==> src/rtl/plab4_net_router_output_sched_if.sv <==
// Request/grant and output-link handshake bundle for one router output port.
// The master side is the scheduler; the slave side is the input controllers plus the output link.
interface plab4_net_router_output_sched_if;
  logic [2:0] reqs;
  logic [2:0] grants;
  logic       out_val;
  logic       out_rdy;
  logic [1:0] xbar_sel;
  logic       locked;

  modport master (
    input  reqs, out_rdy,
    output grants, out_val, xbar_sel, locked
  );

  modport slave (
    output reqs, out_rdy,
    input  grants, out_val, xbar_sel, locked
  );
endinterface

==> src/rtl/plab4_net_router_output_sched.sv <==
// Output-port scheduler for the 3-port ring router: round-robin arbitration with a grant lock while stalled.
// Optional starvation aging is compiled in by defining PLAB4_NET_ROUTER_SCHED_AGE_EN.
module plab4_net_router_output_sched #(
  parameter int p_num_reqs  = 3,
  parameter int p_age_limit = 8,
  parameter int p_age_nbits = 4
) (
  input logic clk,
  input logic reset,
  plab4_net_router_output_sched_if.master io
);

  if (p_num_reqs != 3 || p_age_limit < 1 || p_age_limit >= (1 << p_age_nbits)) begin : g_bad_cfg
    $error("plab4_net_router_output_sched: illegal parameter combination");
  end

  typedef enum logic {ARB, HOLD} state_t;

  state_t     state;
  logic [1:0] ptr;
  logic [1:0] held;

  logic       rr_val;
  logic [1:0] rr_idx;
  logic       starve_val;
  logic [1:0] starve_idx;
  logic       win_val;
  logic [1:0] win_idx;
  logic       xfer;

  // Addition modulo 3 on 2-bit port indices.
  function automatic logic [1:0] wrap_add(input logic [1:0] a, input logic [1:0] b);
    logic [2:0] s;
    s = {1'b0, a} + {1'b0, b};
    return (s >= 3'd3) ? 2'(s - 3'd3) : s[1:0];
  endfunction

  // Scan from the farthest slot back to ptr so the slot nearest ptr is the last to claim the win.
  always_comb begin
    // NOTE: every combinationally written signal gets a default first, so no path leaves it unassigned (no latch).
    rr_val = 1'b0;
    rr_idx = 2'd0;
    for (int k = p_num_reqs - 1; k >= 0; k--) begin
      if (io.reqs[wrap_add(ptr, 2'(k))]) begin
        rr_val = 1'b1;
        rr_idx = wrap_add(ptr, 2'(k));
      end
    end
  end

`ifdef PLAB4_NET_ROUTER_SCHED_AGE_EN
  localparam logic [p_age_nbits-1:0] age_max = p_age_nbits'(p_age_limit);

  logic [p_age_nbits-1:0] age [p_num_reqs];

  always_comb begin
    starve_val = 1'b0;
    starve_idx = 2'd0;
    for (int k = p_num_reqs - 1; k >= 0; k--) begin
      if (io.reqs[k] && age[k] == age_max) begin
        starve_val = 1'b1;
        starve_idx = 2'(k);
      end
    end
  end

  // NOTE: this is a three-entry flop array, not a RAM, so it is reset like any other state.
  always_ff @(posedge clk or posedge reset) begin
    if (reset) begin
      for (int i = 0; i < p_num_reqs; i++) age[i] <= '0;
    end else begin
      for (int i = 0; i < p_num_reqs; i++) begin
        if (!io.reqs[i] || (xfer && win_idx == 2'(i))) age[i] <= '0;
        else if (age[i] != age_max)                    age[i] <= age[i] + 1'b1;
      end
    end
  end
`else
  assign starve_val = 1'b0;
  assign starve_idx = 2'd0;
`endif

  // A stalled message keeps the port; starvation only overrides round-robin in ARB.
  always_comb begin
    win_val = 1'b0;
    win_idx = 2'd0;
    if (state == HOLD && io.reqs[held]) begin
      win_val = 1'b1;
      win_idx = held;
    end else if (starve_val) begin
      win_val = 1'b1;
      win_idx = starve_idx;
    end else if (rr_val) begin
      win_val = 1'b1;
      win_idx = rr_idx;
    end
  end

  assign xfer        = win_val && io.out_rdy;
  assign io.out_val  = win_val;
  assign io.xbar_sel = win_idx;
  assign io.grants   = xfer ? 3'(3'b001 << win_idx) : 3'b000;
  assign io.locked   = (state == HOLD);

  always_ff @(posedge clk or posedge reset) begin
    // NOTE: sequential state uses non-blocking assignments so every flop samples pre-edge values.
    if (reset) begin
      state <= ARB;
      ptr   <= 2'd0;
      held  <= 2'd0;
    end else if (xfer) begin
      state <= ARB;
      ptr   <= wrap_add(win_idx, 2'd1);
    end else if (win_val) begin
      state <= HOLD;
      held  <= win_idx;
    end else begin
      state <= ARB;
    end
  end

endmodule

==> src/flat_wrapper.sv <==
// flat-port wrapper written by rule: the top's interface ports become plain ports
module plab4_net_router_output_sched_flat 
#(
  parameter int p_num_reqs  = 3,
  parameter int p_age_limit = 8,
  parameter int p_age_nbits = 4
)
  (clk, reset, io_reqs, io_out_rdy, io_grants, io_out_val, io_xbar_sel, io_locked);
  plab4_net_router_output_sched_if io_i ();
  input logic clk;
  input logic reset;
  input wire logic [$bits(io_i.reqs)-1:0] io_reqs;
  input wire logic [$bits(io_i.out_rdy)-1:0] io_out_rdy;
  output wire logic [$bits(io_i.grants)-1:0] io_grants;
  output wire logic [$bits(io_i.out_val)-1:0] io_out_val;
  output wire logic [$bits(io_i.xbar_sel)-1:0] io_xbar_sel;
  output wire logic [$bits(io_i.locked)-1:0] io_locked;
  assign io_i.reqs = io_reqs;
  assign io_i.out_rdy = io_out_rdy;
  assign io_grants = io_i.grants;
  assign io_out_val = io_i.out_val;
  assign io_xbar_sel = io_i.xbar_sel;
  assign io_locked = io_i.locked;
  plab4_net_router_output_sched #(.p_num_reqs(p_num_reqs), .p_age_limit(p_age_limit), .p_age_nbits(p_age_nbits)) u_core (.clk(clk), .reset(reset), .io(io_i));
endmodule
==> config.mk <==
export PLATFORM = sky130hd
export DESIGN_NAME = plab4_net_router_output_sched_flat
export DESIGN_NICKNAME = d
export VERILOG_FILES = /design/src/rtl/plab4_net_router_output_sched_if.sv /design/src/rtl/plab4_net_router_output_sched.sv /design/src/flat_wrapper.sv
export SDC_FILE = /design/constraint.sdc
export NUM_CORES = 1
export LEC_CHECK = 0
export BUFFER_PORTS_ARGS = -buffer_cell sky130_fd_sc_hd__buf_4
export CAP_MARGIN = 20
export CORE_MARGIN = 4
export CORE_UTILIZATION = 40
export CTS_CLUSTER_SIZE = 8
export DETAILED_ROUTE_END_ITERATION = 16
export HOLD_SLACK_MARGIN = 0.03
export PLACE_DENSITY = 0.61
export SYNTH_ARGS = -nofsm -noshare
export SYNTH_HDL_FRONTEND = slang
export SYNTH_SLANG_ARGS = --single-unit
==> constraint.sdc <==
create_clock -name clk -period 4 [get_ports clk]
set_input_delay 0.4 -clock clk [delete_from_list [all_inputs] [get_ports clk]]
set_output_delay 0.4 -clock clk [all_outputs]
set_load 0.01 [all_outputs]
==> results of run 1 <==
-- how the worst max path moves through the flow --
stage / endpoint / slack [ns] / cells after the start
2_1_floorplan: io_grants[1] / 1.65 / 10
3_3_place_gp: io_grants[0] / 1.39 / 10
3_5_place_dp: io_grants[0] / 1.40 / 10
5_1_grt: io_grants[2] / 0.94 / 10
6_report: io_grants[0] / 1.16 / 10
4_1_cts: io_grants[0] / 1.14 / 10
-- power by group through the flow --
stage / sequential, W / combinational [W] / clock (W)
floorplan: 0.0000917 / 0.000310 / 0
global placement: 0.0000936 / 0.000407 / 0
detailed placement: 0.0000936 / 0.000405 / 0
CTS: 0.0000934 / 0.000407 / 0.0000606
global route: 0.0000982 / 0.000449 / 0.0000645
finish: 0.0000937 / 0.000401 / 0.0000568
-- through the flow --
stage	worst slack, ns	power [W]	hold WS [ns]
floorplan	1.65	0.000402	0.179
global placement	1.39	0.000500	0.311
detailed placement	1.40	0.000498	0.318
CTS	1.14	0.000561	0.0568
global route	0.943	0.000612	0.0631
finish	1.16	0.000551	0.0566
-- cell type report --
| type | count | area share, % |
|---|---|---|
| timing repair buffer | 12 | 13.1 |
| sequential | 5 | 18.2 |
| clock buffer | 4 | 3.82 |
| multi-input combinational | 43 | 56.7 |
| tap | 15 | 2.73 |
| inverter | 10 | 5.45 |
-- critical path, stage by stage (launching register included) --
cell and delay (ns):
sky130_fd_sc_hd__dfrtp_1 0.37, sky130_fd_sc_hd__inv_1 0.09, sky130_fd_sc_hd__ha_1 0.31, sky130_fd_sc_hd__mux2i_1 0.12, sky130_fd_sc_hd__o21ai_1 0.27, sky130_fd_sc_hd__o2111a_1 0.23
sky130_fd_sc_hd__o221ai_1 0.15, sky130_fd_sc_hd__and2_1 0.21, sky130_fd_sc_hd__ha_1 0.19, sky130_fd_sc_hd__and2_1 0.13, sky130_fd_sc_hd__buf_4 0.14
-- registers in the layout, summed over array words and instances, names as in the netlist --
register and flops:
u_core.held 2, u_core.ptr 2, u_core.io.locked 1
-- cells in the final DEF (no fill, tap or decap) --
cell type                   n
sky130_fd_sc_hd__a21oi_1    1
sky130_fd_sc_hd__a22oi_1    1
sky130_fd_sc_hd__a311oi_1   1
sky130_fd_sc_hd__a31o_4     1
sky130_fd_sc_hd__a31oi_4    1
sky130_fd_sc_hd__a41o_1     1
sky130_fd_sc_hd__and2_1     4
sky130_fd_sc_hd__and4_2     1
sky130_fd_sc_hd__buf_4     12
sky130_fd_sc_hd__clkbuf_1   1
sky130_fd_sc_hd__clkbuf_4   3
sky130_fd_sc_hd__dfrtp_1    5
sky130_fd_sc_hd__ha_1       6
sky130_fd_sc_hd__inv_1      9
sky130_fd_sc_hd__inv_2      1
sky130_fd_sc_hd__mux2_2     1
sky130_fd_sc_hd__mux2_4     1
sky130_fd_sc_hd__mux2i_1    5
sky130_fd_sc_hd__nand2_1    4
sky130_fd_sc_hd__nand3_1    1
sky130_fd_sc_hd__nand3_2    1
sky130_fd_sc_hd__nand3b_1   1
sky130_fd_sc_hd__nor2_4     1
sky130_fd_sc_hd__nor3b_1    1
sky130_fd_sc_hd__o2111a_1   1
sky130_fd_sc_hd__o211ai_1   2
sky130_fd_sc_hd__o21ai_0    2
sky130_fd_sc_hd__o21ai_1    1
sky130_fd_sc_hd__o221ai_1   1
sky130_fd_sc_hd__o22ai_1    1
sky130_fd_sc_hd__o22ai_2    1
sky130_fd_sc_hd__or2_4      1
-- cell families (layout without fill, tap and decap cells) --
family / Yosys count / count (layout) / share of synthesized area [%]
AOI/OAI and AO/OA: 15 / 15 / 24.1
adders and majority gates: 6 / 6 / 13.0
buffers and inverters: 12 / 26 / 10.4
DFF: 5 / 5 / 21.7
muxes: 7 / 7 / 13.3
and+or+nand+nor: 15 / 15 / 17.4
-- per-layer routing --
layer | track usage [%] | vias up | routed length (um)
met4 | 8.52 | 0 | 15
li1 | - | 245 | -
met2 | 17.3 | 15 | 523
met5 | 0 | - | 0
met3 | 2.37 | 2 | 50
met1 | 18.0 | 213 | 522
==> impl_metrics.sql, run 1 <==
INSERT INTO impl_metrics (metric_group, metric, value, unit) VALUES
('outcome', 'status', 'finished, final reports clean', ''),
('yosys', 'synth_largest_type_area_fraction', '21.7', '%'),
('drt', 'drc', '0', ''),
('drt', 'drtAntennaViolNets', '0', ''),
('global_routing', 'wire_length_of_the_first_global_routing_pass', '1910', 'um'),
('finish', 'fill_cells', '131', ''),
('sta', 'setup_clock_skew_after_layout', '0.00172', 'ns'),
('drt', 'wire_per_inst', '12.5', 'um'),
('critical_path', 'timing.critical_path.from_type', 'register', ''),
('placement', 'dpl_cell_area', '662', 'sq um'),
('yosys', 'avgSynthCellArea', '9.59', 'sq um'),
('yosys', 'synth.yosys.warnings', '0', ''),
('placement', 'gp_congestion', '0.766', ''),
('finish', 'area_growth_syn_to_layout', '19.6', '%'),
('finish', 'design.final.nets', '87', ''),
('sta', 'tightestPinTransition', '0.302', 'ns'),
('critical_path', 'worst_r2r_path_depth', '9', ''),
('pwr', 'sw_frac_of_total', '46.2', '%'),
('finish', 'antenna-diode-count', '0', ''),
('flow_run', 'max_cap_violations', '0', ''),
('critical_path', 'crit-reg2reg-launch', 'u_core.ptr[1]$_DFFE_PP0P_', ''),
('pwr', 'netSwitchingPower', '0.000254', 'W'),
('floorplanning', 'number_of_rows_in_the_core_area', '13', ''),
('finish', 'multi_input_area', '390', 'sq um'),
('finish', 'sequential_area', '125', 'sq um'),
('floorplanning', 'top_level_ports', '13', ''),
('drt', 'vias_per_cell', '5.34', ''),
('yosys', 'ys_top_cells_by_area', 'sky130_fd_sc_hd__dfrtp_1, sky130_fd_sc_hd__ha_1, sky130_fd_sc_hd__mux2i_1, sky130_fd_sc_hd__inv_1, sky130_fd_sc_hd__and2_1', ''),
('sta', 'totalNegativeSetupSlack', '0', 'ns'),
('clock_network', 'cts-resized-gates', '0', ''),
('global_routing', 'grt_overflow_total', '0', ''),
('sta', 'achievable-frequency', '352', 'MHz'),
('clock_network', 'tritoncts', 'built', ''),
('global_routing', 'grt_pass1_vias', '442', ''),
('pwr', 'powerDensity', '801', 'nW/um^2'),
('sta', 'grt_setup_unrepaired', 'no', ''),
('finish', 'layout-drive-gt1-share', '33.8', '%'),
('finish', 'finalNonFillerCells', '89', ''),
('yosys', 'yosys_most_used_dff', 'sky130_fd_sc_hd__dfrtp_1', ''),
('placement', 'dp_hpwl', '877', 'um'),
('drt', 'drt_first_iter_violations', '10', ''),
('floorplanning', 'floorplan.initialDensity', '43.2', '%'),
('floorplanning', 'chipWidth', '45.9', 'um'),
('critical_path', 'critPathMaxFanout', '6', ''),
('pwr', 'leakage', '0.333', 'nW'),
('sta', 'slew_violations', '0', ''),
('critical_path', 'setup.worst_path.start', 'u_core.ptr[0]$_DFFE_PP0P_', ''),
('yosys', 'post-synth-top-area-cell', 'sky130_fd_sc_hd__dfrtp_1', ''),
('placement', 'dpl.cell_count', '85', ''),
('critical_path', 'crit_required', '3.60', 'ns'),
('sta', 'final-hold-violation-count', '0', ''),
('pwr', 'clock_power_share', '10.3', '%'),
('clock_network', 'cts_root_buf', 'sky130_fd_sc_hd__clkbuf_4', ''),
('pwr', 'reg_power_share', '17.0', '%'),
('yosys', 'syn_nets', '72', ''),
('yosys', 'synth_seq_cells', '5', ''),
('sta', 'final.min_clock_period', '2.84', 'ns'),
('critical_path', 'timing.setup.critical_path_class', 'register to output pin', ''),
('critical_path', 'setup.worst_path.end_class', 'output pin', ''),
('clock_network', 'post_cts_buffers', '0', ''),
('yosys', 'synth.lib_cells_used.distinct', '30', ''),
('drt', 'route.vias.total', '475', ''),
('pwr', 'vdd_ir_drop_max', '294', 'uV'),
('yosys', 'synthesis.instances', '60', ''),
('pwr', 'pwr-share-comb', '72.7', '%'),
('finish', 'postLayoutCellArea', '688', 'sq um'),
('yosys', 'mappedNetlistArea', '576', 'sq um'),
('clock_network', 'cts.sink_count', '5', ''),
('yosys', 'synth_seq_area_share', '21.7', '%'),
('global_routing', 'number_of_antenna_violations_at_the_first_check_in_global_routing', '0', ''),
('sta', 'slew_headroom', '79.8', '%');
Power figures use the tool's default switching activity.
==> inputs of run 2 (changes only) <==
==> constraint.sdc (replaced) <==
create_clock -name clk -period 2.8 [get_ports clk]
set_input_delay 0.28 -clock clk [delete_from_list [all_inputs] [get_ports clk]]
set_output_delay 0.28 -clock clk [all_outputs]
set_load 0.01 [all_outputs]
==> run 2 against run 1 <==
Via count decreased by 2.3%; worst hold slack improved by 0.26 ns; setup slack got worse by 0.97 ns; combinational power increased by 47%; cell count increased by 1.1%; count of clock-buffer cells in the layout unchanged; flip-flop and latch count unchanged; die area unchanged; register-to-register slack got worse by 1.1 ns; non-clock buffer count increased by 1.
==> impl_metrics.sql, run 2 (same netlist as run 1, synthesis figures left out) <==
INSERT INTO impl_metrics (metric_group, metric, value, unit) VALUES
('global_routing', 'global_route.peak_usage_layer', 'met2', ''),
('finish', 'layout.cells.most_common', 'sky130_fd_sc_hd__buf_4', ''),
('clock_network', 'post_cts_buffers', '0', ''),
('clock_network', 'clock_insertion_delay_worst_skew', '0.24', 'ns'),
('min_path', 'min-delay-path-class', 'primary input to register', ''),
('global_routing', 'wire_length_of_the_first_global_routing_pass', '1810', 'um'),
('pwr', 'clock_power_share', '10.0', '%'),
('placement', 'gp_congestion', '0.743', ''),
('critical_path', 'critPathMostFrequentCell', 'sky130_fd_sc_hd__and2_1', ''),
('critical_path', 'worst_r2r_path_depth', '9', ''),
('sta', 'final-hold-violation-count', '0', ''),
('pwr', 'vdd_ir_drop_max', '512', 'uV'),
('pwr', 'leakage', '0.335', 'nW'),
('pwr', 'pwr-share-comb', '73.4', '%'),
('floorplanning', 'number_of_rows_in_the_core_area', '13', ''),
('finish', 'design.final.nets', '88', ''),
('sta', 'setup_slack', '0.185', 'ns'),
('clock_network', 'tritoncts', 'built', ''),
('sta', 'setup_viol', '0', ''),
('pwr', 'sw_frac_of_total', '45.5', '%'),
('clock_network', 'cts_root_buf', 'sky130_fd_sc_hd__clkbuf_4', ''),
('pwr', 'internal_power', '0.000439', 'W'),
('outcome', 'status', 'finished, final reports clean', ''),
('global_routing', 'global_route.usage.met1', '15.3', '%'),
('pwr', 'netSwitchingPower', '0.000366', 'W'),
('floorplanning', 'floorplan.die.height', '45.9', 'um'),
('pwr', 'design_power_total', '0.000806', 'W'),
('sta', 'setup_clock_skew_after_layout', '0.000754', 'ns'),
('clock_network', 'cts_clock_pin_slew_for_the_worst_setup_and_hold_paths', '0.04', 'ns'),
('finish', 'mostFrequentLayoutCells', 'sky130_fd_sc_hd__buf_4, sky130_fd_sc_hd__inv_1, sky130_fd_sc_hd__mux2i_1, sky130_fd_sc_hd__dfrtp_1', ''),
('drt', 'vias_per_cell', '5.16', ''),
('clock_network', 'ctsHtreeMaxLevel', '1', ''),
('placement', 'port_buffers', '12', ''),
('sta', 'min_period_over_period', '93.4', '%'),
('global_routing', 'routing_usage_on_met3', '1.19', '%'),
('sta', 'final.min_clock_period', '2.62', 'ns'),
('clock_network', 'clk_path_buf_depth', '2', ''),
('sta', 'achievable-frequency', '382', 'MHz'),
('global_routing', 'grt_util_met2', '17.6', '%'),
('placement', 'post-place-ws', '0.298', 'ns'),
('floorplanning', 'fp.dieArea', '2110', 'sq um'),
('global_routing', 'grt_max_degree', '8', ''),
('critical_path', 'path_delay_family', 'compound AO/OA/AOI/OAI gates', ''),
('min_path', 'hold_path_depth', '3', ''),
('finish', 'finalNonFillerCells', '90', ''),
('placement', 'dpl.cell_count', '85', ''),
('critical_path', 'timing.critical_path.from_type', 'register', ''),
('drt', 'drt_pre_antenna_iters', '3', ''),
('critical_path', 'critical_path_arrival', '2.34', 'ns'),
('global_routing', 'number_of_antenna_violations_at_the_first_check_in_global_routing', '0', ''),
('finish', 'antenna-diode-count', '0', ''),
('critical_path', 'path_cells', 'inv_1 -> ha_2 -> mux2i_1 -> o21ai_1 -> o2111a_1 -> o221ai_2 -> and2_1 -> ha_1 -> and2_1 -> buf_4', ''),
('drt', 'route.vias.total', '464', ''),
('drt', 'drc', '0', ''),
('drt', 'wire_per_inst', '12.3', 'um'),
('critical_path', 'critPathMaxFanout', '6', ''),
('global_routing', 'grt_overflow_total', '0', ''),
('floorplanning', 'top_level_ports', '13', ''),
('flow_run', 'max_cap_violations', '0', ''),
('pwr', 'reg_power_share', '16.7', '%'),
('global_routing', 'grt_pass1_vias', '438', ''),
('floorplanning', 'core', '1330', 'sq um'),
('critical_path', 'critical_path.slowest_cell', 'sky130_fd_sc_hd__dfrtp_1', ''),
('clock_network', 'cts_buffers', '3', ''),
('critical_path', 'timing.setup.critical_path_class', 'register to output pin', ''),
('critical_path', 'crit_required', '2.52', 'ns'),
('critical_path', 'cp.buffers_inverters', '2', ''),
('clock_network', 'cts.sink_count', '5', ''),
('sta', 'totalNegativeSetupSlack', '0', 'ns'),
('critical_path', 'critical_path_depth', '10', ''),
('floorplanning', 'chipWidth', '45.9', 'um'),
('finish', 'area_growth_syn_to_layout', '23.3', '%'),
('pwr', 'powerDensity', '1140', 'nW/um^2'),
('floorplanning', 'floorplan.initialDensity', '43.2', '%'),
('global_routing', 'grtUsageTotal', '12.0', '%'),
('sta', 'tightestPinTransition', '0.307', 'ns'),
('sta', 'slew_headroom', '79.4', '%'),
('drt', 'drt_first_iter_violations', '1', ''),
('drt', 'drtAntennaViolNets', '0', ''),
('placement', 'dp_hpwl', '863', 'um'),
('critical_path', 'setup.worst_path.end_class', 'output pin', ''),
('finish', 'layout-drive-gt1-share', '37.3', '%'),
('sta', 'slew_violations', '0', ''),
('drt', 'route.final.wire_length', '1110', 'um'),
('critical_path', 'stage_delay_of_the_slowest_cell_on_the_critical_path', '0.37', 'ns');
==> run 2: cell types whose count changed in the layout (fill, tap and decap cells not counted) <==
cell	delta
sky130_fd_sc_hd__ha_1	-2
sky130_fd_sc_hd__ha_2	+2
sky130_fd_sc_hd__dlygate4sd3_1	+1
sky130_fd_sc_hd__o221ai_1	-1
sky130_fd_sc_hd__o221ai_2	+1
==> run 2: layout make-up <==
| type | instances | area, sq um |
|---|---|---|
| inverters | 10 | 37.5 |
| fillers | 130 | 624 |
| well taps | 15 | 18.8 |
| flip-flops and latches | 5 | 125 |
| repair buffers | 13 | 100 |
| multi-input cells | 43 | 402 |
| clock buffers | 4 | 26.3 |
==> run 2: worst reg2reg max path, delay by kind of cell, from the launching register on <==
kind,cells,cell delay [ns]
adder cells (fa/ha/maj),2,0.50
multiplexers,2,0.36
flip-flops,1,0.41
AND/OR/NAND/NOR,2,0.37
buffers and inverters,1,0.07
AO/OA/AOI/OAI,2,0.35
==> run 2: worst paths after layout <==
check	to	slack (ns)	from
min	u_core.io.locked$_DFF_PP0_	0.31	io_out_rdy
min reg2reg	u_core.ptr[1]$_DFFE_PP0P_	0.58	u_core.ptr[1]$_DFFE_PP0P_
max in group asynchronous	u_core.ptr[1]$_DFFE_PP0P_	2.14	reset
max	io_grants[2]	0.18	u_core.ptr[0]$_DFFE_PP0P_
min in group asynchronous	u_core.held[0]$_DFFE_PP0P_	0.50	reset
max reg2reg	u_core.ptr[1]$_DFFE_PP0P_	0.63	u_core.ptr[1]$_DFFE_PP0P_
==> run 2: power by group through the flow <==
stage               Clock [W]  Combinational, W  Sequential [W]
floorplan                   0          0.000443        0.000131
global placement            0          0.000580        0.000134
detailed placement          0          0.000573        0.000134
CTS                 0.0000854          0.000578        0.000133
global route        0.0000932          0.000659        0.000138
finish              0.0000805          0.000591        0.000134
==> run 2: metal layers <==
metal  vias up  wire length, um
li1        243                -
met1       211              517
met2         8              530
met3         2               37
met4         0               22
met5         -                0
==> run 2: timing repair <==
item,CTS,global route
hold buffers,1,0
hold endpoints to repair,5,0
resized for setup,0,3
setup endpoints to repair,0,3
==> run 2: per-stage QoR <==
stage               utilization, %  hold WS [ns]  instance area, sq um
floorplan                        -        0.0585                   576
finish                        53.2         0.314                   709
CTS                           52.3         0.306                   698
detailed placement            49.6         0.190                   662
global route                  53.2         0.308                   709
global placement              49.6         0.189                   662
==> inputs of run 3 (changes only) <==
--- a/config.mk
+++ b/config.mk
@@ -7,12 +7,12 @@
 export LEC_CHECK = 0
 export BUFFER_PORTS_ARGS = -buffer_cell sky130_fd_sc_hd__buf_4
 export CAP_MARGIN = 20
-export CORE_MARGIN = 4
-export CORE_UTILIZATION = 40
+export CORE_AREA = 4 4 41 43
 export CTS_CLUSTER_SIZE = 8
 export DETAILED_ROUTE_END_ITERATION = 16
+export DIE_AREA = 0 0 45 47
 export HOLD_SLACK_MARGIN = 0.03
-export PLACE_DENSITY = 0.61
+export PLACE_DENSITY = 0.65
 export SYNTH_ARGS = -nofsm -noshare
 export SYNTH_HDL_FRONTEND = slang
 export SYNTH_SLANG_ARGS = --single-unit
==> run 3 against run 2 <==
Routed wire length rose by 8.4%; cell count is the same; worst hold slack improved by 0.0054 ns; largest cell class unchanged; non-clock buffer count unchanged; critical path type unchanged; combinational power increased by 4.4%; largest power group unchanged; global-route usage grew 1.2 points; first-iteration DRC count rose to 3.0 times the previous value; clock power rose by 0.5%; highest routed layer unchanged; count of clock-buffer cells in the layout stayed put.
==> impl_metrics.sql, run 3 (same netlist as run 1, synthesis figures left out) <==
INSERT INTO impl_metrics (metric_group, metric, value, unit) VALUES
('outcome', 'status', 'finished, final reports clean', ''),
('placement', 'gp_congestion', '0.760', ''),
('drt', 'vias_per_cell', '5.34', ''),
('sta', 'min_period_over_period', '94.7', '%'),
('sta', 'tightestPinTransition', '0.295', 'ns'),
('floorplanning', 'number_of_rows_in_the_core_area', '13', ''),
('sta', 'achievable-frequency', '377', 'MHz'),
('floorplanning', 'core', '1300', 'sq um'),
('placement', 'dp_hpwl', '939', 'um'),
('flow_run', 'max_cap_violations', '0', ''),
('drt', 'drtAntennaViolNets', '0', ''),
('drt', 'route.vias.total', '481', ''),
('finish', 'antenna-diode-count', '0', ''),
('clock_network', 'ctsHtreeMaxLevel', '1', ''),
('floorplanning', 'fp.dieArea', '2120', 'sq um'),
('critical_path', 'timing.critical_path.from_type', 'register', ''),
('sta', 'setup_clock_skew_after_layout', '0.00160', 'ns'),
('finish', 'final_core_utilization', '55.6', '%'),
('finish', 'fill_cells', '127', ''),
('finish', 'area_growth_syn_to_layout', '25.7', '%'),
('floorplanning', 'floorplan.initialDensity', '44.2', '%'),
('sta', 'slew_headroom', '80.3', '%'),
('finish', 'sequential_area', '125', 'sq um'),
('sta', 'grt_setup_unrepaired', 'no', ''),
('placement', 'port_buffers', '12', ''),
('finish', 'layout.cells.most_common', 'sky130_fd_sc_hd__buf_4', ''),
('global_routing', 'wire_length_of_the_first_global_routing_pass', '1930', 'um'),
('global_routing', 'grtUsageTotal', '13.2', '%'),
('global_routing', 'grt_max_degree', '8', ''),
('clock_network', 'tritoncts', 'built', ''),
('sta', 'slew_violations', '0', ''),
('critical_path', 'setup.worst_path.end_class', 'output pin', ''),
('clock_network', 'cts_clock_pin_slew_for_the_worst_setup_and_hold_paths', '0.04', 'ns'),
('clock_network', 'clock_insertion_delay_worst_skew', '0.24', 'ns'),
('pwr', 'powerDensity', '1160', 'nW/um^2'),
('drt', 'drt_first_iter_violations', '3', ''),
('clock_network', 'clk_path_buf_depth', '2', ''),
('finish', 'design.final.nets', '88', ''),
('sta', 'setup_viol', '0', ''),
('sta', 'final-hold-violation-count', '0', ''),
('critical_path', 'critPathMaxFanout', '7', ''),
('finish', 'layout-drive-gt1-share', '38.7', '%'),
('drt', 'drc', '0', ''),
('global_routing', 'grt_overflow_total', '0', ''),
('clock_network', 'cts.sink_count', '5', ''),
('min_path', 'min-delay-path-class', 'primary input to register', ''),
('placement', 'dpl.cell_count', '85', ''),
('sta', 'totalNegativeSetupSlack', '0', 'ns'),
('critical_path', 'critical_path_arrival', '2.37', 'ns'),
('pwr', 'vdd_ir_drop_max', '531', 'uV'),
('finish', 'finalNonFillerCells', '90', ''),
('clock_network', 'cts_buffers', '3', ''),
('global_routing', 'grt_pass1_vias', '474', ''),
('clock_network', 'cts_root_buf', 'sky130_fd_sc_hd__clkbuf_4', ''),
('critical_path', 'crit_required', '2.52', 'ns'),
('drt', 'wire_per_inst', '13.3', 'um'),
('min_path', 'hold_path_depth', '3', ''),
('critical_path', 'worst_r2r_path_depth', '8', ''),
('drt', 'drt_pre_antenna_iters', '4', ''),
('floorplanning', 'chipWidth', '45', 'um'),
('sta', 'final.min_clock_period', '2.65', 'ns'),
('global_routing', 'number_of_antenna_violations_at_the_first_check_in_global_routing', '0', ''),
('clock_network', 'post_cts_buffers', '0', ''),
('floorplanning', 'floorplan.die.height', '47', 'um'),
('finish', 'mostFrequentLayoutCells', 'sky130_fd_sc_hd__buf_4, sky130_fd_sc_hd__inv_1, sky130_fd_sc_hd__mux2i_1, sky130_fd_sc_hd__dfrtp_1', ''),
('finish', 'multi_input_area', '415', 'sq um'),
('drt', 'route.final.wire_length', '1200', 'um'),
('pwr', 'leakage', '0.338', 'nW'),
('floorplanning', 'top_level_ports', '13', ''),
('critical_path', 'timing.setup.critical_path_class', 'register to output pin', '');
==> run 3: cell counts in the layout (fill, tap and decap cells not counted) <==
Identical to the previous run, type by type.
==> run 3: final timing paths <==
path / slack (ns) / end / startpoint
max: 0.15 / io_grants[1] / u_core.ptr[0]$_DFFE_PP0P_
min: 0.32 / u_core.io.locked$_DFF_PP0_ / io_out_rdy
max reg2reg: 0.54 / u_core.ptr[1]$_DFFE_PP0P_ / u_core.ptr[0]$_DFFE_PP0P_
min reg2reg: 0.61 / u_core.ptr[1]$_DFFE_PP0P_ / u_core.ptr[1]$_DFFE_PP0P_
max in group asynchronous: 2.16 / u_core.ptr[0]$_DFFE_PP0P_ / reset
min in group asynchronous: 0.48 / u_core.held[0]$_DFFE_PP0P_ / reset
==> run 3: layout make-up <==
| type | count | area share, % |
|---|---|---|
| multi-input cells | 43 | 57.4 |
| well taps | 15 | 2.60 |
| flip-flops and latches | 5 | 17.3 |
| repair buffers | 13 | 13.8 |
| clock buffers | 4 | 3.63 |
| inverters | 10 | 5.19 |
==> run 3: worst max-delay path: stages (launching register included) <==
cell and delay (ns):
sky130_fd_sc_hd__dfrtp_1 0.40, sky130_fd_sc_hd__inv_1 0.13, sky130_fd_sc_hd__ha_2 0.33, sky130_fd_sc_hd__or2_4 0.30, sky130_fd_sc_hd__o2111a_1 0.15, sky130_fd_sc_hd__o221ai_2 0.20
sky130_fd_sc_hd__nand2_1 0.13, sky130_fd_sc_hd__ha_1 0.23, sky130_fd_sc_hd__and2_1 0.13, sky130_fd_sc_hd__buf_4 0.13
==> run 3: where the power goes <==
group	internal [W]	switching, W
clock	0.0000537	0.0000272
combinational	0.000292	0.000325
sequential	0.000106	0.0000347
total	0.000451	0.000387
==> run 3: metrics by stage <==
stage | cell area (sq um) | hold WS, ns | setup slack [ns] | power [W]
global route | 723 | 0.319 | 0.0184 | 0.000918
CTS | 698 | 0.310 | 0.0513 | 0.000802
detailed placement | 662 | 0.194 | 0.323 | 0.000714
finish | 723 | 0.319 | 0.147 | 0.000838
floorplan | 576 | 0.0585 | 0.569 | 0.000574
global placement | 662 | 0.190 | 0.326 | 0.000710
==> run 3: what timing repair did <==
action / 4_1_cts / 5_1_grt
hold buffers: 1 / 0
endpoints found under the setup margin: 0 / 3
endpoints found under the hold margin: 5 / 0
resized for setup: 0 / 5
==> run 3: per-layer routing <==
metal	wire length, um	up-vias	GRT usage (%)
met2	602	12	20.9
li1	-	243	-
met5	0	-	0
met4	28	0	10.5
met3	37	3	2.68
met1	531	223	15.4
